## src/rtl/tt_mask_idx_rx.sv

```systemverilog
// Receive end of the vector mask/index credit link: buffers pushed items in a
// credit-sized FIFO and serves them as a per-element {active, index} stream.
module tt_mask_idx_rx #(
   parameter int VLEN         = 256,
   parameter int MASK_CREDITS = 2
) (
   input  logic                      i_clk,
   input  logic                      i_reset_n,
   input  logic                      i_mask_idx_valid,
   input  logic [64:0]               i_mask_idx_item,
   input  logic                      i_mask_idx_last_idx,
   output logic                      o_mask_idx_credit,
   input  logic                      i_start,
   input  logic                      i_is_indexed,
   input  logic [$clog2(VLEN+1)-1:0] i_vl,
   output logic                      o_elem_valid,
   input  logic                      i_elem_ready,
   output logic                      o_elem_active,
   output logic [63:0]               o_elem_index,
   output logic                      o_elem_last,
   output logic                      o_busy,
   output logic                      o_err
);
   localparam int VL_W  = $clog2(VLEN + 1);
   localparam int PTR_W = (MASK_CREDITS > 1) ? $clog2(MASK_CREDITS) : 1;
   localparam int CNT_W = $clog2(MASK_CREDITS + 1);

   typedef enum logic [1:0] {IDLE, RUN, FLUSH} state_t;
   state_t state_q, state_d;

   logic [65:0]      fifo_mem [MASK_CREDITS];
   logic [PTR_W-1:0] wr_ptr_q, rd_ptr_q;
   logic [CNT_W-1:0] fifo_cnt_q;
   logic             fifo_empty, fifo_full;
   logic             push, pop, xfer, ends_memop;
   logic [65:0]      head;
   logic [63:0]      head_bits;

   logic             mode_q;
   logic [VL_W-1:0]  vl_q, elem_cnt_q;
   logic [5:0]       offset;
   logic             is_last;

   function automatic logic [PTR_W-1:0] ptr_inc(input logic [PTR_W-1:0] p);
      return (p == PTR_W'(MASK_CREDITS - 1)) ? '0 : p + PTR_W'(1);
   endfunction

   assign fifo_empty = (fifo_cnt_q == '0);
   assign fifo_full  = (fifo_cnt_q == CNT_W'(MASK_CREDITS));
   // A full FIFO still accepts a push in the same cycle its head is popped.
   assign push       = i_mask_idx_valid && (!fifo_full || pop);
   assign head       = fifo_mem[rd_ptr_q];
   assign head_bits  = head[63:0];
   assign offset     = elem_cnt_q[5:0];
   assign is_last    = (elem_cnt_q == vl_q - VL_W'(1));
   assign o_busy     = (state_q != IDLE);

   // NOTE: the storage array has no reset; the reset pointers and count define occupancy.
   always_ff @(posedge i_clk) begin
      if (push) fifo_mem[wr_ptr_q] <= {i_mask_idx_last_idx, i_mask_idx_item};
   end

   // NOTE: all state below uses non-blocking assignments so every register samples pre-edge values.
   always_ff @(posedge i_clk or negedge i_reset_n) begin
      if (!i_reset_n) begin
         state_q           <= IDLE;
         wr_ptr_q          <= '0;
         rd_ptr_q          <= '0;
         fifo_cnt_q        <= '0;
         o_mask_idx_credit <= 1'b0;
         o_err             <= 1'b0;
         mode_q            <= 1'b0;
         vl_q              <= '0;
         elem_cnt_q        <= '0;
      end else begin
         state_q           <= state_d;
         o_mask_idx_credit <= pop;
         if (push) wr_ptr_q <= ptr_inc(wr_ptr_q);
         if (pop)  rd_ptr_q <= ptr_inc(rd_ptr_q);
         if (push && !pop)      fifo_cnt_q <= fifo_cnt_q + CNT_W'(1);
         else if (pop && !push) fifo_cnt_q <= fifo_cnt_q - CNT_W'(1);
         // Sticky: dropped push, or an entry whose last flag disagrees with the pop.
         if ((i_mask_idx_valid && !push) || (pop && (head[65] != ends_memop)))
            o_err <= 1'b1;
         if (state_q == IDLE && i_start) begin
            mode_q     <= i_is_indexed;
            vl_q       <= i_vl;
            elem_cnt_q <= '0;
         end else if (xfer) begin
            elem_cnt_q <= elem_cnt_q + VL_W'(1);
         end
      end
   end

   // NOTE: every signal driven here gets a default first so no latch is inferred.
   always_comb begin
      state_d       = state_q;
      o_elem_valid  = 1'b0;
      o_elem_active = 1'b0;
      o_elem_index  = '0;
      o_elem_last   = 1'b0;
      xfer          = 1'b0;
      pop           = 1'b0;
      ends_memop    = 1'b0;
      unique case (state_q)
         IDLE: begin
            if (i_start) begin
               if (i_vl != '0)         state_d = RUN;
               else if (!i_is_indexed) state_d = FLUSH;
            end
         end
         RUN: begin
            o_elem_valid = !fifo_empty;
            o_elem_last  = is_last;
            xfer         = !fifo_empty && i_elem_ready;
            ends_memop   = is_last;
            if (mode_q) begin
               o_elem_active = head[64];
               o_elem_index  = head_bits;
               pop           = xfer;
            end else begin
               o_elem_active = head_bits[offset];
               pop           = xfer && ((offset == 6'd63) || is_last);
            end
            if (xfer && is_last) state_d = IDLE;
         end
         FLUSH: begin
            // A zero-length mask memop still carries one item from the sender.
            if (!fifo_empty) begin
               pop        = 1'b1;
               ends_memop = 1'b1;
               state_d    = IDLE;
            end
         end
         default: state_d = IDLE;
      endcase
   end

endmodule

```

## config.mk

```make
export PLATFORM = sky130hd
export DESIGN_NAME = tt_mask_idx_rx
export DESIGN_NICKNAME = d
export VERILOG_FILES = /design/src/rtl/tt_mask_idx_rx.sv
export SDC_FILE = /design/constraint.sdc
export NUM_CORES = 1
export LEC_CHECK = 0
export BUFFER_PORTS_ARGS = -buffer_cell sky130_fd_sc_hd__buf_2
export CORE_MARGIN = 2
export CORE_UTILIZATION = 57
export CTS_BUF_LIST = sky130_fd_sc_hd__clkbuf_8
export DETAILED_ROUTE_END_ITERATION = 10
export PLACE_DENSITY = 0.82
export SLEW_MARGIN = 20
export SYNTH_ARGS = -nofsm -noshare
export SYNTH_HDL_FRONTEND = slang
export SYNTH_SLANG_ARGS = --single-unit
```

## constraint.sdc

```tcl
create_clock -name i_clk -period 5.3 [get_ports i_clk]
set_input_delay 0.795 -clock i_clk [delete_from_list [all_inputs] [get_ports i_clk]]
set_output_delay 0.795 -clock i_clk [all_outputs]
set_load 0.05 [all_outputs]
```

==> flow_metrics.py <==
metrics = {
    "synthesis": {
        "synth-xor-area-share_pct": 2.99,
        "yosysTopAreaCellShare_pct": 52.9,
        "synth-edff-count": 132,
        "ys_types": 57,
        "yosys_warnings": 0,
        "synth_adder_area_share_pct": 1.00,
        "synth_cells": 510,
        "synthSimpleGateAreaFrac_pct": 8.79,
        "ys.flop_type": "edfxtp_1",
        "ys_seq_elements": 159,
        "syn_area_mm2": 0.00749,
        "avgSynthCellArea_um2": 14.7,
        "synth_top_family_by_area": "multiplexers",
        "async_reset_ff_share_pct": 17.0,
        "yosysSeqAreaShare_pct": 62.0,
        "synth.net_count": 597,
        "synth-compound-area-share_pct": 3.64,
        "synthTopCellsByArea": "edfxtp_1, mux2i_1, dfrtp_1",
        "synth.area.mux_share_pct": 18.7,
        "yosys.area.top_type": "edfxtp_1",
    },
    "timing": {
        "fin_ws_ps": 993,
        "drv_slew": 0,
        "max_slew.worst_pin.slew_ps": 921,
        "timing.fmax_ghz": 0.232,
        "setup_viol": 0,
        "finalCritPeriodShare_pct": 81.3,
        "fin_skew_ps": 10.2,
        "fin_crit_ps": 4310,
        "timing_hold_violations_final": 0,
        "setup-tns-final_ps": 0,
        "slew_headroom_pct": 38.6,
        "rsz0062_at_grt": "no",
    },
    "floorplan": {
        "die_h_um": 119,
        "initial_core_util_pct": 58.9,
        "dieWidth_um": 119,
        "boundaryPins": 151,
        "dieArea_mm2": 0.0141,
        "rows": 41,
        "coreArea_mm2": 0.0127,
    },
    "placed_design": {
        "dp_hpwl_um": 10600,
        "gp_congestion": 0.841,
        "port_buffers": 150,
        "dp_slack_ps": 1450,
    },
    "power": {
        "switching_share_pct": 42.6,
        "p_switching_mw": 2.15,
        "power.density_mw_per_mm2": 579,
        "power_frac_seq_pct": 38.2,
        "internal_power_mw": 2.90,
        "peakVddDrop_uv": 359,
        "p_clk_share_pct": 16.9,
        "combPwrFrac_pct": 44.9,
        "power_leakage_nw": 3.55,
    },
    "finish": {
        "nets": 741,
        "final_common_cell": "buf_2",
        "final_core_util_pct": 68.6,
        "syn_to_final_growth_pct": 16.6,
        "layout.area.seq_mm2": 0.00464,
        "drive_above_1_share_pct": 33.0,
        "n_antenna_cell": 0,
        "multi_input_comb_area_mm2": 0.00264,
        "fillCellCount": 905,
        "layout_common_cells": "buf_2, edfxtp_1, nor2_1",
    },
    "worst_setup_path": {
        "cp-end-kind": "primary output",
        "path_max_fanout": 24,
        "crit_required_ps": 4510,
        "start_kind": "flop",
        "path_class": "reg2out",
        "arrival_ps": 3510,
    },
    "cts": {
        "cts_buffers": 17,
        "clk_latency_ps": 450,
        "cts.sinks": 159,
        "htreeDepth": 4,
        "cts.clk_slew.worst_paths_ps": 90,
        "cts.path.max_buffers": 2,
        "cts.hold.buffers_added": 0,
        "cts_tree": "done",
        "cts_resized": 0,
        "cts-root-buf": "clkbuf_8",
        "cts_setup_buffers": 0,
    },
    "grt": {
        "grt_pass1_wl_um": 24600,
        "grt_max_degree": 67,
        "grt.total_usage_pct": 22.7,
        "grt_remaining_overflow": 0,
        "antenna_found_initial": 0,
        "grt_pass1_vias": 4972,
    },
    "worst_hold_path": {
        "worstHoldPathType": "in2async",
    },
    "run_status": {
        "outcome": "finished, final reports clean",
    },
    "detailed_routing": {
        "drc": 0,
        "via_per_inst": 5.67,
        "wirelength_um": 15300,
        "vias": 4761,
        "ant_nets": 0,
        "drt_iter0_drc": 219,
        "first_pass_iters": 4,
        "avgRoutedWirePerCell_um": 18.3,
    },
    "job": {
        "cap_violations": 0,
    },
}
-- layout make-up --
| class | instances | area share [%] |
|---|---|---|
| Sequential cell | 159 | 53.2 |
| Tap cell | 172 | 2.47 |
| Clock buffer | 17 | 2.68 |
| Multi-Input combinational cell | 310 | 30.3 |
| Inverter | 9 | 0.387 |
| Timing Repair Buffer | 157 | 9.35 |
| Clock inverter | 15 | 1.66 |
-- sequential cells by signal, indices dropped and copies added, names as in the netlist --
| name | cells |
|---|---|
| mode_q | 1 |
| elem_cnt_q | 9 |
| vl_q | 9 |
| state_q | 2 |
| o_err | 1 |
| rd_ptr_q | 1 |
| wr_ptr_q | 1 |
| fifo_mem | 132 |
| fifo_cnt_q | 2 |
| o_mask_idx_credit | 1 |
-- layer usage --
layer  track usage, %  vias up  part of all wire (%)
met5                0        -                     0
met4             7.59        0                   1.6
met3             4.87       18                   5.7
met2             38.5      160                    52
met1             29.3     2353                    40
li1                 -     2230                     -
-- final timing paths --
| check | start | to | slack, ps | cells past startpoint |
|---|---|---|---|---|
| setup / recovery | rd_ptr_q | o_elem_active | 990 | 8 |
| hold reg to reg | o_err | o_err | 510 | 2 |
| max in group asynchronous | i_reset_n | rd_ptr_q | 4500 | 1 |
| setup reg to reg | vl_q[0] | fifo_mem[0][1] | 1580 | 9 |
| min in group i_clk | o_err | o_err | 510 | 2 |
| hold / removal | i_reset_n | mode_q | 340 | 1 |
-- synth_stat cells, types with 4 or more instances --
master	n
edfxtp_1	132
nor2_1	82
mux2i_1	71
dfrtp_1	27
clkbuf_1	17
nand2_1	15
mux4_2	14
xor2_1	13
mux2_2	10
mux4_1	10
xnor2_1	10
inv_1	9
nor3_1	7
ha_1	6
o21ai_0	6
buf_1	5
nand3_1	5
nor2b_1	5
a21oi_1	4
and2_1	4
and3_1	4
buf_6	4
-- per-stage QoR --
stage          area, um^2  total power [mW]  hold WS (ps)  instances
6_report             8730              5.05           344        839
5_1_grt              8730              5.31           387        839
4_1_cts              8730              5.08           342        839
3_5_place_dp         8350              4.23           498        807
3_3_place_gp         8340              4.17           501        807
2_1_floorplan        7490              3.75           487        510
-- critical path, cell delays in order, from the launching register on --
cell     delay (ps)
dfrtp_4         690
buf_4           310
mux4_1          580
mux4_2          500
mux2_2          280
o22a_1          200
nor4_2          130
nor4_1          110
buf_2           230
-- power by group through the flow --
stage               Clock, mW  Combinational, mW  Sequential, mW
detailed placement          0               2.28            1.96
finish                  0.854               2.27            1.93
global route            0.917               2.42            1.97
CTS                     0.867               2.28            1.93
floorplan                   0               1.90            1.84
global placement            0               2.23            1.94
-- kinds of logic (layout without fill, tap and decap cells) --
family,Yosys count,count (layout)
muxes,105,105
xor gates and xnor gates,24,24
adders and majority gates,6,6
and+or+nand+nor,140,140
DFF,159,159
AOI/OAI and AO/OA,35,35
buffers and inverters,41,198
No activity file was read; power rests on OpenSTA's default activity.
